==> src/rtl/dmem_access_ctrl.sv <==
// Data-memory access controller: shares one memory port between core LSU and
// the debug bridge, with a key-sequence lock that gates all debug accesses.
//
// Ports:
//   clk, reset                  clock / synchronous active-high reset
//   core_* / dbg_*              request side: req, we, width, addr, wdata
//                               response side: gnt (comb), rvalid, rdata
//   dbg_err                     qualifies dbg_rvalid: access was denied
//   key_valid, key_data, relock lock FSM controls
//   mem_*                       single-port data memory interface
//   debug_unlocked              lock FSM is in UNLOCKED
//   violation_count             saturating count of denied debug requests
module dmem_access_ctrl #(
    parameter logic [31:0] KEY0    = 32'hA5A5_5A5A,
    parameter logic [31:0] KEY1    = 32'h3C3C_C3C3,
    parameter int          TIMEOUT = 16,
    parameter int          CNT_W   = 8
) (
    input  logic             clk,
    input  logic             reset,
    input  logic             core_req,
    input  logic             core_we,
    input  logic [2:0]       core_width,
    input  logic [31:0]      core_addr,
    input  logic [31:0]      core_wdata,
    output logic             core_gnt,
    output logic             core_rvalid,
    output logic [31:0]      core_rdata,
    input  logic             dbg_req,
    input  logic             dbg_we,
    input  logic [2:0]       dbg_width,
    input  logic [31:0]      dbg_addr,
    input  logic [31:0]      dbg_wdata,
    output logic             dbg_gnt,
    output logic             dbg_rvalid,
    output logic [31:0]      dbg_rdata,
    output logic             dbg_err,
    input  logic             key_valid,
    input  logic [31:0]      key_data,
    input  logic             relock,
    output logic             mem_we,
    output logic [2:0]       mem_width,
    output logic [31:0]      mem_addr,
    output logic [31:0]      mem_wdata,
    input  logic [31:0]      mem_rdata,
    output logic             debug_unlocked,
    output logic [CNT_W-1:0] violation_count
);

    localparam int            TW    = $clog2(TIMEOUT + 1);
    localparam logic [TW-1:0] TLAST = TW'(TIMEOUT - 1);

    typedef enum logic [1:0] {
        S_LOCKED   = 2'd0,
        S_KEY_WAIT = 2'd1,
        S_UNLOCKED = 2'd2
    } state_t;

    state_t            r_state;
    state_t            w_next_state;
    logic [TW-1:0]     r_timer;
    logic [TW-1:0]     w_next_timer;

    logic              r_last_dbg;
    logic              r_core_rvalid;
    logic [31:0]       r_core_rdata;
    logic              r_dbg_rvalid;
    logic              r_dbg_err;
    logic [31:0]       r_dbg_rdata;
    logic [CNT_W-1:0]  r_viol;

    logic              w_unlocked;
    logic              w_dbg_denied;
    logic              w_dbg_mem;
    logic              w_core_gnt;
    logic              w_dbg_mem_gnt;

    // ---------------- lock FSM ----------------
    always_ff @(posedge clk) begin
        if (reset) begin
            r_state <= S_LOCKED;
            r_timer <= '0;
        end else begin
            r_state <= w_next_state;
            r_timer <= w_next_timer;
        end
    end

    always_comb begin
        w_next_state = r_state;
        w_next_timer = '0;
        unique case (r_state)
            S_LOCKED: begin
                if (key_valid && key_data == KEY0) begin
                    w_next_state = S_KEY_WAIT;
                end
            end
            S_KEY_WAIT: begin
                // A key strobe always ends the wait, right or wrong.
                if (key_valid) begin
                    w_next_state = (key_data == KEY1) ? S_UNLOCKED : S_LOCKED;
                end else if (r_timer == TLAST) begin
                    w_next_state = S_LOCKED;
                end else begin
                    w_next_timer = r_timer + 1'b1;
                end
            end
            S_UNLOCKED: begin
                w_next_state = S_UNLOCKED;
            end
            default: begin
                w_next_state = S_LOCKED;
            end
        endcase
        if (relock) begin
            w_next_state = S_LOCKED;
            w_next_timer = '0;
        end
    end

    assign w_unlocked     = (r_state == S_UNLOCKED);
    assign debug_unlocked = w_unlocked;

    // ---------------- arbitration ----------------
    // Denied debug requests are acknowledged without touching memory, so
    // they never compete with the core.
    assign w_dbg_denied  = dbg_req & ~w_unlocked;
    assign w_dbg_mem     = dbg_req & w_unlocked;
    assign w_core_gnt    = core_req & (~w_dbg_mem | r_last_dbg);
    assign w_dbg_mem_gnt = w_dbg_mem & (~core_req | ~r_last_dbg);

    assign core_gnt = w_core_gnt;
    assign dbg_gnt  = w_dbg_mem_gnt | w_dbg_denied;

    always_comb begin
        mem_we    = 1'b0;
        mem_width = 3'b010;
        mem_addr  = '0;
        mem_wdata = '0;
        if (w_core_gnt) begin
            mem_we    = core_we;
            mem_width = core_width;
            mem_addr  = core_addr;
            mem_wdata = core_wdata;
        end else if (w_dbg_mem_gnt) begin
            mem_we    = dbg_we;
            mem_width = dbg_width;
            mem_addr  = dbg_addr;
            mem_wdata = dbg_wdata;
        end
    end

    // ---------------- pointer, responses, counter ----------------
    always_ff @(posedge clk) begin
        if (reset) begin
            r_last_dbg    <= 1'b1;
            r_core_rvalid <= 1'b0;
            r_core_rdata  <= '0;
            r_dbg_rvalid  <= 1'b0;
            r_dbg_err     <= 1'b0;
            r_dbg_rdata   <= '0;
            r_viol        <= '0;
        end else begin
            if (w_core_gnt) begin
                r_last_dbg <= 1'b0;
            end else if (w_dbg_mem_gnt) begin
                r_last_dbg <= 1'b1;
            end
            r_core_rvalid <= w_core_gnt;
            if (w_core_gnt) begin
                r_core_rdata <= mem_rdata;
            end
            r_dbg_rvalid <= w_dbg_mem_gnt | w_dbg_denied;
            r_dbg_err    <= w_dbg_denied;
            if (w_dbg_denied) begin
                r_dbg_rdata <= '0;
            end else if (w_dbg_mem_gnt) begin
                r_dbg_rdata <= mem_rdata;
            end
            if (w_dbg_denied && r_viol != {CNT_W{1'b1}}) begin
                r_viol <= r_viol + 1'b1;
            end
        end
    end

    assign core_rvalid     = r_core_rvalid;
    assign core_rdata      = r_core_rdata;
    assign dbg_rvalid      = r_dbg_rvalid;
    assign dbg_err         = r_dbg_err;
    assign dbg_rdata       = r_dbg_rdata;
    assign violation_count = r_viol;

endmodule
==> config.mk <==
export PLATFORM = sky130hd
export DESIGN_NAME = dmem_access_ctrl
export DESIGN_NICKNAME = d
export VERILOG_FILES = /design/src/rtl/dmem_access_ctrl.sv
export SDC_FILE = /design/constraint.sdc
export NUM_CORES = 1
export LEC_CHECK = 0
export ABC_AREA = 0
export CAP_MARGIN = 0
export CELL_PAD_IN_SITES_DETAIL_PLACEMENT = 1
export CELL_PAD_IN_SITES_GLOBAL_PLACEMENT = 1
export CORE_UTILIZATION = 18
export CTS_CLUSTER_DIAMETER = 200
export DETAILED_ROUTE_END_ITERATION = 8
export GPL_TIMING_DRIVEN = 0
export PLACE_DENSITY = 0.73
export SYNTH_ARGS = -nofsm -noshare
export SYNTH_HDL_FRONTEND = slang
export SYNTH_SLANG_ARGS = --single-unit
==> constraint.sdc <==
create_clock -name clk -period 1.9 [get_ports clk]
set_input_delay 0.57 -clock clk [delete_from_list [all_inputs] [get_ports clk]]
set_output_delay 0.57 -clock clk [all_outputs]
set_load 0.1 [all_outputs]
==> impl_results.html, run 1 <==
<table>
<tr><th>Metric</th><th>Value</th></tr>
<tr><th colspan="2">Status</th></tr>
<tr><td>Outcome</td><td>complete, but fails checks</td></tr>
<tr><td>Violated checks</td><td>negative setup slack</td></tr>
<tr><th colspan="2">Route</th></tr>
<tr><td>Residual antenna-violating net count after detailed routing</td><td>0</td></tr>
<tr><td>Wire length per cell after detailed routing</td><td>20.3 um</td></tr>
<tr><td>DR vias/cell</td><td>4.52</td></tr>
<tr><td>Violation count after the first detailed-route iteration</td><td>133</td></tr>
<tr><td>Number of design rule violations left after detail routing</td><td>0</td></tr>
<tr><td>Router iterations before antenna repair</td><td>4</td></tr>
<tr><td>Detailed-route wire length</td><td>22,800 um</td></tr>
<tr><td>Vias after detailed routing</td><td>5,075</td></tr>
<tr><th colspan="2">Setup path</th></tr>
<tr><td>Critical path cell sequence</td><td>nand3b_4 -&gt; o21ai_4 -&gt; buf_4 -&gt; buf_6 -&gt; buf_6 -&gt; buf_8 -&gt; o22a_4 -&gt; buf_12</td></tr>
<tr><td>Required time at the worst-slack endpoint</td><td>1.33 ns</td></tr>
<tr><td>End of the worst register-to-register path</td><td>r_timer[0]</td></tr>
<tr><td>Peak fanout along the critical path</td><td>3</td></tr>
<tr><td>CP Capture Type</td><td>primary output</td></tr>
<tr><td>Critical path launch point type</td><td>flip-flop</td></tr>
<tr><td>Crit path top cell by count</td><td>buf_6</td></tr>
<tr><td>Library cell contributing the largest single delay on the critical path</td><td>dfxtp_2</td></tr>
<tr><td>Register-to-register path setup slack</td><td>-0.02 ns</td></tr>
<tr><td>Source of the worst register-to-register timing path</td><td>r_timer[0]</td></tr>
<tr><td>Worst Setup Path Type</td><td>flip-flop to primary output</td></tr>
<tr><td>Launching instance or port of the critical path</td><td>r_state[0]</td></tr>
<tr><td>Worst r2r path cells</td><td>6</td></tr>
<tr><td>Worst endpoint data arrival time</td><td>1.91 ns</td></tr>
<tr><td>Slowest stage delay, CP</td><td>0.34 ns</td></tr>
<tr><th colspan="2">Floorplanning</th></tr>
<tr><td>Total Die Area</td><td>0.0216 mm^2</td></tr>
<tr><td>Starting density of the core</td><td>18.5%</td></tr>
<tr><td>IO Pins</td><td>352</td></tr>
<tr><td>Area of the core region</td><td>0.0204 mm^2</td></tr>
<tr><td>Die width</td><td>147 um</td></tr>
<tr><td>Number of rows in the core area</td><td>52</td></tr>
<tr><td>Chip height</td><td>147 um</td></tr>
<tr><th colspan="2">Yosys</th></tr>
<tr><td>Distinct cells, synth</td><td>40</td></tr>
<tr><td>Average footprint of a synthesized cell</td><td>8.02 um^2</td></tr>
<tr><td>Adder-cell share of the synthesized area</td><td>0.992%</td></tr>
<tr><td>Count of mapped cells out of synthesis</td><td>472</td></tr>
<tr><td>Portion of the post-synthesis area used by sequential elements</td><td>43.9%</td></tr>
<tr><td>Area of the mapped netlist</td><td>0.00378 mm^2</td></tr>
<tr><td>Multiplexer area fraction after synthesis</td><td>0.827%</td></tr>
<tr><td>Synth Area in Compound Gates</td><td>27.1%</td></tr>
<tr><td>Synth Area in Simple Gates</td><td>21.7%</td></tr>
<tr><td>XOR/XNOR Fraction of Synth Area</td><td>0.694%</td></tr>
<tr><td>Count of warnings emitted by yosys</td><td>0</td></tr>
<tr><td>Net Count, Synth</td><td>681</td></tr>
<tr><td>Main combinational cell family by area after synthesis</td><td>compound AO/OA/AOI/OAI gates</td></tr>
<tr><td>Flops &amp; latches, synth</td><td>83</td></tr>
<tr><th colspan="2">Layout</th></tr>
<tr><td>Share of layout cells above drive strength 1</td><td>36.7%</td></tr>
<tr><td>Number of inserted filler cells in the final layout</td><td>2,300</td></tr>
<tr><td>Antenna fix cells</td><td>0</td></tr>
<tr><td>Synthesis-to-layout area growth</td><td>145%</td></tr>
<tr><td>Final cell utilization of the core</td><td>45.3%</td></tr>
<tr><td>Area of the multi-input gates</td><td>0.00247 mm^2</td></tr>
<tr><td>Footprint of the flip-flops and latches</td><td>0.00168 mm^2</td></tr>
<tr><td>Total Nets Final</td><td>1,057</td></tr>
<tr><th colspan="2">Clocking</th></tr>
<tr><td>Clock latency of the later-clocked register in the worst-skew pair</td><td>0.34 ns</td></tr>
<tr><td>CTS buffer count</td><td>9</td></tr>
<tr><td>Clock Path Buffers</td><td>2</td></tr>
<tr><td>CTS Root Cell</td><td>clkbuf_16</td></tr>
<tr><td>CTS tree</td><td>yes</td></tr>
<tr><td>H-tree levels</td><td>3</td></tr>
<tr><td>TritonCTS Sinks</td><td>83</td></tr>
<tr><td>Clock transition at path regs</td><td>0.07 ns</td></tr>
<tr><th colspan="2">Power and ir drop</th></tr>
<tr><td>Leakage Power</td><td>3.54 nW</td></tr>
<tr><td>Power density over the cells</td><td>630 mW/mm^2</td></tr>
<tr><td>Worst vdd ir</td><td>0.347 mV</td></tr>
<tr><th colspan="2">GRT</th></tr>
<tr><td>Maximum number of pins on one net before global-route repair</td><td>18</td></tr>
<tr><td>Via count of the first global-routing pass</td><td>5,492</td></tr>
<tr><td>First-pass GRT wire length</td><td>33,100 um</td></tr>
<tr><td>Gr ovfl total</td><td>0</td></tr>
<tr><td>Antenna violations before repair</td><td>0</td></tr>
<tr><td>Global Route Usage Sum</td><td>20.4%</td></tr>
<tr><th colspan="2">Placed design</th></tr>
<tr><td>Half-perimeter wire length after detailed placement</td><td>17,600 um</td></tr>
<tr><td>I/O Buffers</td><td>351</td></tr>
<tr><td>Weighted congestion at the end of routability-driven global placement</td><td>0.823</td></tr>
<tr><th colspan="2">Worst hold path</th></tr>
<tr><td>Class of the most critical hold timing path</td><td>flip-flop to flip-flop</td></tr>
<tr><td>Worst Hold Depth</td><td>2</td></tr>
<tr><td>Hold path startpoint</td><td>core_rdata[21]</td></tr>
<tr><td>Endpoint with the worst hold slack</td><td>core_rdata[21]</td></tr>
<tr><th colspan="2">Timing</th></tr>
<tr><td>Clock skew after layout</td><td>0.0108 ns</td></tr>
<tr><td>Least-Margin Pin Slew</td><td>0.629 ns</td></tr>
<tr><td>Hold Violations, Final</td><td>0</td></tr>
<tr><td>Worst Hold Margin</td><td>0.455 ns</td></tr>
<tr><td>Worst slew slack as a fraction of its limit</td><td>58.3%</td></tr>
<tr><td>Setup violation total in the final timing report</td><td>72</td></tr>
<tr><td>Worst setup slack after layout</td><td>-0.583 ns</td></tr>
<tr><td>Final Cycle Share</td><td>131%</td></tr>
<tr><td>Clock period minus worst slack</td><td>2.48 ns</td></tr>
<tr><td>F_max</td><td>403 MHz</td></tr>
<tr><td>Max Transition Viols Final</td><td>0</td></tr>
<tr><td>Setup repair after global routing missed its margin</td><td>true</td></tr>
<tr><th colspan="2">Run</th></tr>
<tr><td>Total of max-cap violations</td><td>0</td></tr>
</table>
registers in the layout (all words and copies together), names as in the netlist:
| signal | count |
|---|---|
| core_rvalid | 1 |
| dbg_rdata | 32 |
| violation_count | 8 |
| dbg_err | 1 |
| r_last_dbg | 1 |
| dbg_rvalid | 1 |
| r_state | 2 |
| r_timer | 5 |
| core_rdata | 32 |
synthesized netlist by cell type:
| master | instances | area share, % |
|---|---|---|
| nor2_1 | 18 | 1.8 |
| a22o_1 | 67 | 16 |
| ha_1 | 3 | 0.99 |
| buf_2 | 13 | 1.7 |
| nor4b_1 | 2 | 0.46 |
| xnor2_1 | 1 | 0.23 |
| buf_4 | 1 | 0.20 |
| nand4bb_1 | 1 | 0.30 |
| nor3_1 | 1 | 0.13 |
| dfxtp_1 | 83 | 44 |
| or4b_1 | 1 | 0.26 |
| a31oi_1 | 2 | 0.33 |
| o32ai_1 | 1 | 0.23 |
| or4_1 | 2 | 0.40 |
| nand4_1 | 7 | 1.2 |
| o211ai_1 | 1 | 0.20 |
| inv_1 | 6 | 0.60 |
| a21o_1 | 1 | 0.20 |
| nor4bb_1 | 1 | 0.26 |
| buf_1 | 3 | 0.30 |
| and3_1 | 2 | 0.33 |
| nor2b_1 | 1 | 0.17 |
| a21oi_2 | 1 | 0.23 |
| a21oi_1 | 69 | 9.1 |
| nand3b_2 | 1 | 0.30 |
| mux2i_1 | 2 | 0.53 |
| xor2_1 | 2 | 0.46 |
| nand2b_1 | 3 | 0.50 |
| clkbuf_1 | 19 | 1.9 |
| nand4b_1 | 3 | 0.69 |
| o22a_1 | 1 | 0.23 |
| nand2_1 | 134 | 13 |
| nor4_1 | 2 | 0.33 |
| mux2_2 | 1 | 0.30 |
| o21ai_2 | 1 | 0.23 |
| o21ai_0 | 3 | 0.40 |
| o31ai_1 | 2 | 0.40 |
| inv_2 | 1 | 0.099 |
| or3_1 | 4 | 0.66 |
| nand3_1 | 5 | 0.66 |
metal layers:
layer	GRT usage [%]	wire, um
met1	24.2	9420
met3	6.09	1520
met5	0	0
met2	35.7	11500
met4	4.95	423
worst max-delay path by stage:
| stage | to |
|---|---|
| after floorplan | mem_addr[12] |
| after global placement | mem_addr[27] |
| after CTS | mem_wdata[3] |
| after global routing | mem_wdata[3] |
| final | mem_width[1] |
| after detailed placement | mem_width[0] |
worst max-delay path: cells and delay by family (launching register included):
kind,cells,cell delay (ns)
buf+inv,5,0.59
compound gates,2,0.44
flops,1,0.34
simple gates,1,0.19
where the power goes:
group / switching [mW] / internal, mW
combinational: 1.31 / 0.855
sequential: 0.0290 / 1.78
clock: 0.814 / 1.04
cell usage in the layout (no fill, tap or decap), types with 3 or more instances in the layout:
cell type,synthesis,layout
clkdlybuf4s50_1,0,203
nand2_1,134,131
dfxtp_1,83,72
clkdlybuf4s15_2,0,72
a21oi_1,69,69
buf_8,0,42
a22o_4,0,39
a22o_2,0,28
buf_6,0,23
buf_12,0,21
buf_4,1,14
nor2_1,18,13
clkbuf_16,0,10
dfxtp_2,0,9
buf_2,13,7
nand4_1,7,7
inv_1,6,5
clkbuf_1,19,5
nand3_1,5,5
clkbuf_4,0,4
clkbuf_2,0,4
nor2_2,0,4
inv_6,0,3
o21ai_0,3,3
nand4b_1,3,3
logic make-up after synthesis:
logic type                 Yosys count
DFF                                 83
and+or+nand+nor                    188
muxes                                3
adders and majority gates            3
AOI/OAI and AO/OA                  149
buffers and inverters               43
xor gates and xnor gates             3
stage by stage:
step | instances | area [um^2] | total power [mW] | worst slack, ns | setup TNS (ns)
floorplan | 472 | 4170 | 3.03 | -0.384 | -20.43
global route | 1123 | 9250 | 6.04 | -0.653 | -45.47
CTS | 1120 | 8930 | 5.82 | -0.600 | -40.02
detailed placement | 1093 | 8020 | 3.83 | -2.51 | -230.94
global placement | 1093 | 8020 | 3.81 | -2.52 | -230.23
finish | 1123 | 9250 | 5.83 | -0.583 | -38.53
area by class of cell:
| type | instances | area share, % |
|---|---|---|
| clock inverters | 7 | 0.892 |
| plain buffers | 33 | 2.87 |
| inverters | 7 | 0.338 |
| flip-flops and latches | 83 | 18.2 |
| repair buffers | 367 | 44.9 |
| well taps | 270 | 3.65 |
| clock buffers | 9 | 2.43 |
| repair inverters | 1 | 0.0676 |
| multi-input cells | 346 | 26.6 |
what timing repair did:
action | in CTS | in global routing
buffers inserted | 13 | 2
hold endpoints to repair | 0 | 0
gates resized for setup | 823 | 83
gates cloned | 1 | 1
endpoints found under the setup margin | 226 | 130
pin swaps | 7 | 15
hold buffers | 0 | 0
(Power assumes the default switching activity.)
==> inputs of run 2 (changes only) <==
--- a/config.mk
+++ b/config.mk
@@ -6,7 +6,7 @@
 export NUM_CORES = 1
 export LEC_CHECK = 0
 export ABC_AREA = 0
-export CAP_MARGIN = 0
+export CAP_MARGIN = 20
 export CELL_PAD_IN_SITES_DETAIL_PLACEMENT = 1
 export CELL_PAD_IN_SITES_GLOBAL_PLACEMENT = 1
 export CORE_UTILIZATION = 18
@@ -14,6 +14,7 @@
 export DETAILED_ROUTE_END_ITERATION = 8
 export GPL_TIMING_DRIVEN = 0
 export PLACE_DENSITY = 0.73
+export SLEW_MARGIN = 20
 export SYNTH_ARGS = -nofsm -noshare
 export SYNTH_HDL_FRONTEND = slang
 export SYNTH_SLANG_ARGS = --single-unit
==> results of run 2 <==
Same layout as run 1: the final DEF is identical, and so are final timing and power.
==> inputs of run 3 (changes only) <==
--- a/config.mk
+++ b/config.mk
@@ -13,7 +13,7 @@
 export CTS_CLUSTER_DIAMETER = 200
 export DETAILED_ROUTE_END_ITERATION = 8
 export GPL_TIMING_DRIVEN = 0
-export PLACE_DENSITY = 0.73
+export PLACE_DENSITY = 0.87
 export SLEW_MARGIN = 20
 export SYNTH_ARGS = -nofsm -noshare
 export SYNTH_HDL_FRONTEND = slang
==> impl_results.html, run 3 (synthesized netlist as in run 1, its figures left out) <==
<table>
<tr><th>Metric</th><th>Value</th></tr>
<tr><th colspan="2">Status</th></tr>
<tr><td>Outcome</td><td>complete, but fails checks</td></tr>
<tr><td>Violated checks</td><td>negative setup slack</td></tr>
<tr><th colspan="2">Clocking</th></tr>
<tr><td>CTS tree</td><td>yes</td></tr>
<tr><td>Clock transition at path regs</td><td>0.06 ns (about the same)</td></tr>
<tr><td>CTS buffer count</td><td>9 (unchanged)</td></tr>
<tr><td>CTS Root Cell</td><td>clkbuf_16</td></tr>
<tr><td>H-tree levels</td><td>3 (unchanged)</td></tr>
<tr><td>Clock latency of the later-clocked register in the worst-skew pair</td><td>0.35 ns (about the same)</td></tr>
<tr><td>Clock Path Buffers</td><td>2 (unchanged)</td></tr>
<tr><td>TritonCTS Sinks</td><td>83 (unchanged)</td></tr>
<tr><th colspan="2">Layout</th></tr>
<tr><td>Area of the multi-input gates</td><td>0.00256 mm^2 (+4.0%)</td></tr>
<tr><td>Commonest non-fill, non-tap cells in the layout</td><td>clkdlybuf4s50_1, nand2_1, dfxtp_1, clkdlybuf4s15_2, buf_12</td></tr>
<tr><td>Final cell utilization of the core</td><td>47.5% (+2.2 points)</td></tr>
<tr><td>Number of inserted filler cells in the final layout</td><td>2,197 (-4.5%)</td></tr>
<tr><td>Most frequent standard cell in the layout excluding fill and tap cells</td><td>clkdlybuf4s50_1</td></tr>
<tr><td>Final Cell Area</td><td>0.00971 mm^2 (+5.0%)</td></tr>
<tr><td>Total Nets Final</td><td>1,058 (+0.095%)</td></tr>
<tr><td>Antenna fix cells</td><td>0 (unchanged)</td></tr>
<tr><td>Final std cells w/o fill</td><td>1,124 (+0.089%)</td></tr>
<tr><td>Synthesis-to-layout area growth</td><td>157%</td></tr>
<tr><td>Footprint of the flip-flops and latches</td><td>0.00168 mm^2 (about the same)</td></tr>
<tr><td>Share of layout cells above drive strength 1</td><td>35.9% (-0.75 points)</td></tr>
<tr><th colspan="2">Power and ir drop</th></tr>
<tr><td>Clock share of power</td><td>30.1% (-1.7 points)</td></tr>
<tr><td>Internal power</td><td>3.77 mW (+2.3%)</td></tr>
<tr><td>Fraction of power spent switching nets</td><td>36.1% (-0.74 points)</td></tr>
<tr><td>Power density over the cells</td><td>607 mW/mm^2 (-3.6%)</td></tr>
<tr><td>Worst vdd ir</td><td>0.389 mV (+12%)</td></tr>
<tr><td>Combinational Power Share</td><td>39.1% (+2.0 points)</td></tr>
<tr><td>Leakage Power</td><td>3.73 nW (+5.2%)</td></tr>
<tr><td>Switching power</td><td>2.13 mW (-0.88%)</td></tr>
<tr><td>Proportion of power drawn by flip-flops and latches</td><td>30.8% (-0.3 points)</td></tr>
<tr><td>Sum of internal, switching and leakage power</td><td>5.90 mW (+1.1%)</td></tr>
<tr><th colspan="2">Route</th></tr>
<tr><td>Number of design rule violations left after detail routing</td><td>0 (unchanged)</td></tr>
<tr><td>Violation count after the first detailed-route iteration</td><td>143 (+7.5%)</td></tr>
<tr><td>Vias after detailed routing</td><td>5,209 (+2.6%)</td></tr>
<tr><td>DR vias/cell</td><td>4.63 (+2.5%)</td></tr>
<tr><td>Detailed-route wire length</td><td>24,300 um (+6.4%)</td></tr>
<tr><td>Residual antenna-violating net count after detailed routing</td><td>0 (unchanged)</td></tr>
<tr><td>Wire length per cell after detailed routing</td><td>21.6 um (+6.3%)</td></tr>
<tr><td>Router iterations before antenna repair</td><td>5 (+1)</td></tr>
<tr><th colspan="2">Timing</th></tr>
<tr><td>Least-Margin Pin Slew</td><td>0.598 ns (-0.0307 ns)</td></tr>
<tr><td>Total negative slack for setup checks</td><td>-37.23 ns (+1.29 ns)</td></tr>
<tr><td>Worst Hold Margin</td><td>0.456 ns (+0.00154 ns)</td></tr>
<tr><td>Setup violation total in the final timing report</td><td>78 (+8.3%)</td></tr>
<tr><td>Max Transition Viols Final</td><td>0 (unchanged)</td></tr>
<tr><td>Worst slew slack as a fraction of its limit</td><td>60.3% (+2.0 points)</td></tr>
<tr><td>Worst setup slack after layout</td><td>-0.586 ns (-0.00284 ns)</td></tr>
<tr><td>F_max</td><td>402 MHz (-0.11%)</td></tr>
<tr><td>Final Cycle Share</td><td>131% (+0.15 points)</td></tr>
<tr><td>Hold Violations, Final</td><td>0 (unchanged)</td></tr>
<tr><td>Setup repair after global routing missed its margin</td><td>true</td></tr>
<tr><td>Clock skew after layout</td><td>0.0102 ns (-0.000557 ns)</td></tr>
<tr><td>Clock period minus worst slack</td><td>2.49 ns (+0.00284 ns)</td></tr>
<tr><th colspan="2">Setup path</th></tr>
<tr><td>Crit path top cell by count</td><td>buf_12</td></tr>
<tr><td>Worst endpoint data arrival time</td><td>1.92 ns (about the same)</td></tr>
<tr><td>Slowest stage delay, CP</td><td>0.33 ns (about the same)</td></tr>
<tr><td>CP Capture Type</td><td>primary output</td></tr>
<tr><td>Peak fanout along the critical path</td><td>10 (+7)</td></tr>
<tr><td>Critical path launch point type</td><td>flip-flop</td></tr>
<tr><td>Critical path cell sequence</td><td>nand3b_4 -&gt; buf_12 -&gt; a21oi_4 -&gt; buf_12 -&gt; buf_4 -&gt; a22o_2 -&gt; buf_8</td></tr>
<tr><td>Buffers &amp; Inverters on Critical Path</td><td>4 (-1)</td></tr>
<tr><td>Required time at the worst-slack endpoint</td><td>1.33 ns (about the same)</td></tr>
<tr><td>Cell class contributing the biggest share of worst-path delay</td><td>buffers and inverters</td></tr>
<tr><td>Library cell contributing the largest single delay on the critical path</td><td>dfxtp_2</td></tr>
<tr><td>Worst Setup Path Type</td><td>flip-flop to primary output</td></tr>
<tr><th colspan="2">Placed design</th></tr>
<tr><td>Weighted congestion at the end of routability-driven global placement</td><td>0.854 (+3.7%)</td></tr>
<tr><td>Worst slack, placed</td><td>-2.56 ns (-0.0568 ns)</td></tr>
<tr><td>I/O Buffers</td><td>351 (unchanged)</td></tr>
<tr><td>Count of placed standard cells including taps</td><td>1,093 (unchanged)</td></tr>
<tr><td>Half-perimeter wire length after detailed placement</td><td>17,400 um (-0.94%)</td></tr>
<tr><td>Placed Area</td><td>0.00802 mm^2 (unchanged)</td></tr>
<tr><th colspan="2">GRT</th></tr>
<tr><td>Antenna violations before repair</td><td>0 (unchanged)</td></tr>
<tr><td>Via count of the first global-routing pass</td><td>5,470 (-0.40%)</td></tr>
<tr><td>First-pass GRT wire length</td><td>33,600 um (+1.6%)</td></tr>
<tr><td>Maximum number of pins on one net before global-route repair</td><td>18 (unchanged)</td></tr>
<tr><td>Gr ovfl total</td><td>0 (unchanged)</td></tr>
<tr><td>Global Route Usage Sum</td><td>21.0% (+0.69 points)</td></tr>
<tr><th colspan="2">Floorplanning</th></tr>
<tr><td>Chip height</td><td>147 um (unchanged)</td></tr>
<tr><td>Die width</td><td>147 um (unchanged)</td></tr>
<tr><td>Area of the core region</td><td>0.0204 mm^2 (unchanged)</td></tr>
<tr><td>Total Die Area</td><td>0.0216 mm^2 (unchanged)</td></tr>
<tr><td>Starting density of the core</td><td>18.5% (unchanged)</td></tr>
<tr><td>Number of rows in the core area</td><td>52 (unchanged)</td></tr>
<tr><td>IO Pins</td><td>352 (unchanged)</td></tr>
<tr><th colspan="2">Run</th></tr>
<tr><td>Total of max-cap violations</td><td>0 (unchanged)</td></tr>
<tr><th colspan="2">Worst hold path</th></tr>
<tr><td>Class of the most critical hold timing path</td><td>flip-flop to flip-flop</td></tr>
</table>
run 3: changes by cell type in the layout (fill, tap and decap cells not counted), moves of 3 or more:
cell      delta
buf_16       +3
buf_6       -16
clkbuf_4     -4
buf_8       -33
a22o_4      +17
buf_12      +49
a22o_2      -17
run 3: path summary, 6_finish.rpt:
kind	endpoint	cells past startpoint	slack, ns	startpoint
setup reg to reg	r_timer[0]	6	-0.10	r_timer[0]
hold / removal	core_rdata[9]	2	0.46	core_rdata[9]
hold reg to reg	core_rdata[9]	2	0.46	core_rdata[9]
setup / recovery	mem_wdata[11]	7	-0.59	r_state[0]
run 3: worst reg2reg max path: stages, from the launching register on:
cell and delay (ns):
dfxtp_4 0.36, ha_4 0.16, and3_4 0.19, ha_4 0.15
or4b_4 0.54, or3_4 0.44, nor2_2 0.10
run 3: power groups by stage:
| stage | Combinational (mW) | Sequential (mW) | Clock [mW] |
|---|---|---|---|
| 6_report | 2.31 | 1.82 | 1.77 |
| 5_1_grt | 2.37 | 1.82 | 1.89 |
| 4_1_cts | 2.23 | 1.82 | 1.84 |
| 3_5_place_dp | 1.97 | 1.86 | 0 |
| 3_3_place_gp | 1.96 | 1.85 | 0 |
| 2_1_floorplan | 0.855 | 2.18 | 0 |
run 3: per-layer routing:
metal | track usage [%] | vias up | wire [um]
met5 | 0 | - | 0
met4 | 5.36 | 0 | 531
met3 | 6.06 | 34 | 1540
met2 | 39.6 | 209 | 12900
met1 | 22.9 | 2525 | 9290
li1 | - | 2441 | -
run 3: timing repair:
| action | 4_1_cts | 5_1_grt |
|---|---|---|
| endpoints found under the setup margin | 227 | 113 |
| hold buffers | 0 | 0 |
| cloned | 4 | 0 |
| gates resized for setup | 905 | 70 |
| buffers inserted | 11 | 4 |
| pin swaps | 12 | 8 |
run 3: cell type report:
| class | instances | share of cell area (%) |
|---|---|---|
| Timing Repair Buffer | 369 | 46.2 |
| Multi-Input combinational cell | 346 | 26.4 |
| Sequential cell | 83 | 17.3 |
| Tap cell | 270 | 3.48 |
| Buffer | 32 | 3.03 |
| Clock buffer | 11 | 2.40 |
| Clock inverter | 5 | 0.644 |
| Inverter | 7 | 0.399 |
| Timing Repair inverter | 1 | 0.116 |
